**config.mk**
```make
export PLATFORM = sky130hd
export DESIGN_NAME = mdu_scheduler
export DESIGN_NICKNAME = d
export VERILOG_FILES = /design/src/rtl/mdu_pkg.sv /design/src/rtl/mdu_scheduler.sv
export SDC_FILE = /design/constraint.sdc
export NUM_CORES = 1
export LEC_CHECK = 0
export CAP_MARGIN = 20
export CORE_AREA = 3 3 117 119
export CTS_BUF_LIST = sky130_fd_sc_hd__clkbuf_8
export DETAILED_ROUTE_END_ITERATION = 8
export DIE_AREA = 0 0 120 122
export PLACE_DENSITY_LB_ADDON = 0.25
export REMOVE_ABC_BUFFERS = 1
export SYNTH_ARGS = -nofsm -noshare
export SYNTH_HDL_FRONTEND = slang
export SYNTH_SLANG_ARGS = --single-unit
```
**constraint.sdc**
```tcl
create_clock -name Clk -period 2.5 [get_ports Clk]
set_clock_uncertainty 0.05 [all_clocks]
set_input_delay 0.375 -clock Clk [delete_from_list [all_inputs] [get_ports Clk]]
set_output_delay 0.375 -clock Clk [all_outputs]
set_load 0.02 [all_outputs]
```
**src/rtl/mdu_pkg.sv**
```systemverilog
// Shared definitions for the MDU scheduler: op encodings, FSM states and op-class helpers.
// The accumulate ops only count as multiplies when MDU_MADD_EN is defined.
package mdu_pkg;

   typedef enum logic [3:0] {
      OP_NOP   = 4'd0,
      OP_MULT  = 4'd1,
      OP_MULTU = 4'd2,
      OP_MTHI  = 4'd3,
      OP_MTLO  = 4'd4,
      OP_MADD  = 4'd5,
      OP_MADDU = 4'd6,
      OP_MSUB  = 4'd7,
      OP_MSUBU = 4'd8
   } mdu_op_e;

   typedef enum logic {
      IDLE = 1'b0,
      MUL  = 1'b1
   } mdu_state_e;

   function automatic logic is_mul(input logic [3:0] op);
`ifdef MDU_MADD_EN
      return op inside {OP_MULT, OP_MULTU, OP_MADD, OP_MADDU, OP_MSUB, OP_MSUBU};
`else
      return op inside {OP_MULT, OP_MULTU};
`endif
   endfunction

   function automatic logic is_signed(input logic [3:0] op);
      return op inside {OP_MULT, OP_MADD, OP_MSUB};
   endfunction

   function automatic logic is_acc(input logic [3:0] op);
      return op inside {OP_MADD, OP_MADDU, OP_MSUB, OP_MSUBU};
   endfunction

   function automatic logic is_sub(input logic [3:0] op);
      return op inside {OP_MSUB, OP_MSUBU};
   endfunction

endpackage

```
**src/rtl/mdu_scheduler.sv**
```systemverilog
// Sequences the pipelined multiplier for EX and owns HI/LO; flush kills an in-flight multiply.
// Optional MDU_MADD_EN adds MADD/MADDU/MSUB/MSUBU accumulation into HI/LO at commit.
module mdu_scheduler
   import mdu_pkg::*;
#(
   parameter int LATENCY = 5,
   parameter int CNT_W   = 4
) (
   input  logic        Clk,
   input  logic        resetn,
   input  logic        req_valid,
   input  logic [3:0]  req_op,
   input  logic [31:0] req_a,
   input  logic [31:0] req_b,
   output logic        req_ready,
   input  logic        flush,
   input  logic        rd_valid,
   input  logic        rd_sel,
   output logic [31:0] rd_data,
   output logic        rd_stall,
   output logic        busy,
   output logic        mul_start,
   output logic        mul_sign,
   output logic [31:0] mul_a,
   output logic [31:0] mul_b,
   input  logic [63:0] mul_result,
   output logic [31:0] hi,
   output logic [31:0] lo
);

   mdu_state_e       state_q, state_d;
   logic [CNT_W-1:0] cnt_q, cnt_d;
   logic [31:0]      hi_q, hi_d, lo_q, lo_d;
   logic             accept;
   logic [63:0]      commit_val;
`ifdef MDU_MADD_EN
   logic             acc_q, acc_d, sub_q, sub_d;
`endif

   assign req_ready = (state_q == IDLE) && !flush;
   assign accept    = req_valid && req_ready;
   assign mul_start = accept && is_mul(req_op);
   assign mul_sign  = is_signed(req_op);
   assign mul_a     = req_a;
   assign mul_b     = req_b;
   assign busy      = (state_q == MUL);
   assign rd_stall  = rd_valid && busy;
   assign rd_data   = rd_sel ? hi_q : lo_q;
   assign hi        = hi_q;
   assign lo        = lo_q;

   // The accumulate base is whatever HI/LO hold at commit, not at launch.
   always_comb begin
`ifdef MDU_MADD_EN
      if (!acc_q)
         commit_val = mul_result;
      else if (sub_q)
         commit_val = {hi_q, lo_q} - mul_result;
      else
         commit_val = {hi_q, lo_q} + mul_result;
`else
      commit_val = mul_result;
`endif
   end

   always_comb begin
      state_d = state_q;
      cnt_d   = cnt_q;
      hi_d    = hi_q;
      lo_d    = lo_q;
`ifdef MDU_MADD_EN
      acc_d   = acc_q;
      sub_d   = sub_q;
`endif
      if (flush) begin
         state_d = IDLE;
         cnt_d   = '0;
      end else begin
         case (state_q)
            IDLE: begin
               if (accept) begin
                  if (is_mul(req_op)) begin
                     state_d = MUL;
                     cnt_d   = CNT_W'(LATENCY - 1);
`ifdef MDU_MADD_EN
                     acc_d   = is_acc(req_op);
                     sub_d   = is_sub(req_op);
`endif
                  end else if (req_op == OP_MTHI) begin
                     hi_d = req_a;
                  end else if (req_op == OP_MTLO) begin
                     lo_d = req_a;
                  end
               end
            end
            MUL: begin
               if (cnt_q == '0) begin
                  {hi_d, lo_d} = commit_val;
                  state_d      = IDLE;
               end else begin
                  cnt_d = cnt_q - CNT_W'(1);
               end
            end
            default: state_d = IDLE;
         endcase
      end
   end

   always_ff @(posedge Clk or negedge resetn) begin
      if (!resetn) begin
         state_q <= IDLE;
         cnt_q   <= '0;
         hi_q    <= '0;
         lo_q    <= '0;
`ifdef MDU_MADD_EN
         acc_q   <= 1'b0;
         sub_q   <= 1'b0;
`endif
      end else begin
         state_q <= state_d;
         cnt_q   <= cnt_d;
         hi_q    <= hi_d;
         lo_q    <= lo_d;
`ifdef MDU_MADD_EN
         acc_q   <= acc_d;
         sub_q   <= sub_d;
`endif
      end
   end

endmodule

```
==> impl_results.md <==
- Status: complete, no violations
- Worst reg2reg startpoint: cnt_q[0]$_DFFE_PN0P_
- Global routing usage on met3: 0.1063
- Tcrit/Tclk final: 0.9666
- Cts bufs inserted: 9
- Cell depth of the worst flop-to-flop path: 6
- Layout cells sized above 1: 0.04407
- Fin. Hold Viols: 0
- Vias/cell: roughly 4.6
- Peak supply drop: about 0.34 mV
- Most used flip-flop cell after synthesis: dfrtp_1
- Setup_tns: 0 ns
- Crit. End Element: output port
- Post-synthesis adder-cell area fraction: 0.002910
- Most frequent cells in the layout: clkdlybuf4s50_1 (236), inv_1 (72), dfrtp_1 (68)
- Dpl hpwl: 10,920 um
- Leading cell type in the layout, fill and taps excluded: clkdlybuf4s50_1
- Remaining DRCs: 0
- Critical-path cell list: clkdlybuf4s50_1 > nor3b_1 > and3_1 > clkdlybuf4s50_1
- Netlist area before placement: 0.004300 sq mm
- Sink Count: just under 70
- Fin. max-slew vios: 0
- Nets@finish: just under 800
- Syn-to-layout area delta: 53.33%
- Die ar.: about 0.015 sq mm
- Port bufs: about 240
- ANT nets after route: 0
- R2r setup slk: roughly 0.37 ns
- Ys async rst share: 1.000
- DR iter-0 viols: 91
- Unrepaired setup endpoints after global routing: false
- Post-CTS Setup Repair Bufs: 0
- Post-Synth XOR/XNOR Area: 0.004073
- Initial Util: 0.3394
- Fillers: between 1,000 and 1,500
- Required time of the critical path: 2.08 ns
- RR Endpoint: hi[28]$_DFFE_PN0P_
- Drt total wl: about 14,000 um
- CP Launch Type: input port
- Crit-path slowest cell: clkdlybuf4s50_1
- Post-synth EDFFs: 0
- Post-DP Area: 0.006412 sq mm
- Mean post-synth cell area: just under 9 sq um
- Clock transition at the registers of the reported paths: around 0.070 ns
- Post-synth cell types: 31
- H-tree depth: 3
- Grt ovf: 0
- Post-route minimum period: roughly 2.4 ns
- Seq. cell area: between 0.0015 and 0.002 sq mm
- Largest stage delay on the critical path: between 0.6 and 0.7 ns
- Clk root buf: clkbuf_8
- RePlAce Congestion: slightly below 0.8
- Post-route cell area: between 0.006 and 0.007 sq mm
- WP data arrival: roughly 2.0 ns
- CP max FO: 4
- # diodes: 0
- Io pins: approximately 300
- Combinational family with the most area after synthesis: buffers and inverters
- Max-cap violations: 0
- Yosys Warn Count: 0
- Worst Hold Class: in2async
- Crit Path Class: in2out
- Post-Synth Simple-Gate Area: 0.1039
- Area fraction in compound gates after synthesis: 0.1292
- Total track usage: 0.1891
- Sequential element share of the synthesized area: 0.4015
- Pin count of the biggest net entering global routing: between 60 and 70
- Core Region: between 0.01 and 0.015 sq mm
- Buffer depth of the longest clock path: 2
- GR peak layer: met2
- Rows: between 40 and 50
- Die Span X: between 100 and 150 um
- Synth Instances: around 480
- Vias in the first global route: approximately 3,900
- Leak Pwr: 2.815 nW
- WL per Instance: ~17 um
- Via count: 3,828
- Final setup vio count: 0
- GR Util met2: 0.2870
- Multiplexer area fraction after synthesis: 0.1539
- Multi-input gate area: between 0.0015 and 0.002 sq mm
- Most common cell on crit path: clkdlybuf4s50_1
- CTS tree: yes
- Pwr/cell area: between 700 and 800 mW/mm^2
- Initial antenna violation count: 0
- Flops & latches, synth: just under 70
- Post-cts resize count: 0
- First-pass detailed-route iteration total: 4
- Global-route wire length before repair: ~21,000 um
- Slew HR: 0.6512
- Met1 usage: 0.2310
- Hold_ws: about 0.48 ns
- Post-CTS Hold Fix Bufs: 1
- Clk_lat worst skew: roughly 0.33 ns
- Pin slew with the least headroom to its limit: approximately 0.52 ns
- FMAX: between 400 and 500 MHz
- Die Y: ~120 um
## cell families after synthesis
logic type	after synthesis
and+or+nand+nor	84
DFF	69
muxes	66
adders and majority gates	1
buffers and inverters	157
AOI/OAI and AO/OA	104
xor gates and xnor gates	2
## worst max-delay path by stage
stage / start / end / slack, ns
3_3_place_gp: req_op[2] / mul_start / 0.14
4_1_cts: req_op[2] / mul_start / 0.09
2_1_floorplan: busy$_DFF_PN0_ / lo[0]$_DFFE_PN0P_ / -1.29
6_report: req_op[2] / mul_start / 0.08
3_5_place_dp: req_op[2] / mul_start / 0.1
5_1_grt: req_op[2] / mul_start / 0.02
## synth_stat cells, types with 3 or more instances
library cell  count  share of area
nand2_1          36          0.031
o22ai_1           3         0.0044
clkbuf_1         13          0.011
dfrtp_1          69           0.40
a21oi_1          65          0.076
buf_4            64           0.11
inv_1            68          0.059
buf_2             4         0.0047
o21ai_0          33          0.038
mux2i_1          65           0.15
nor2b_1          33          0.048
buf_6             6          0.016
## power by group
part           switching [mW]  total [mW]  internal, mW
registers               0.229        1.69          1.46
clock network           0.393       0.792         0.399
logic                    1.27        2.50          1.23
## final cells by class
class / count / share of cell area
timing repair buffer: 248 / 0.3833
sequential: 69 / 0.2624
multi-input combinational: 257 / 0.2569
inverter: 68 / 0.03871
tap: 172 / 0.03264
clock buffer: 11 / 0.02296
clock inverter: 5 / 0.003036
## registers in the layout, summed over array words and instances, names as in the netlist
| name | flops |
|---|---|
| hi | 32 |
| lo | 32 |
| cnt_q | 4 |
| busy | 1 |
## per-layer routing
| metal | vias up | part of all wire |
|---|---|---|
| met2 | 189 | 0.45 |
| met5 | - | 0.0051 |
| met3 | 17 | 0.12 |
| met1 | 1773 | 0.42 |
| li1 | 1847 | - |
| met4 | 2 | 0.010 |
## critical path: cells and delay by family
family,cells,cell delay [ns]
buf+inv,2,1.07
simple gates,2,0.54
## metrics by stage
| step | power (mW) | setup WS [ns] | instances | utilization |
|---|---|---|---|---|
| floorplan | 2.776 | -1.289 | 394 | - |
| global placement | 4.185 | 0.1375 | 813 | 0.5061 |
| detailed placement | 4.235 | 0.09849 | 813 | 0.5061 |
| CTS | 5.066 | 0.09310 | 830 | 0.5204 |
| global route | 5.302 | 0.01792 | 830 | 0.5204 |
| finish | 4.982 | 0.08346 | 830 | 0.5204 |
No activity file was read; power rests on OpenSTA's default activity.
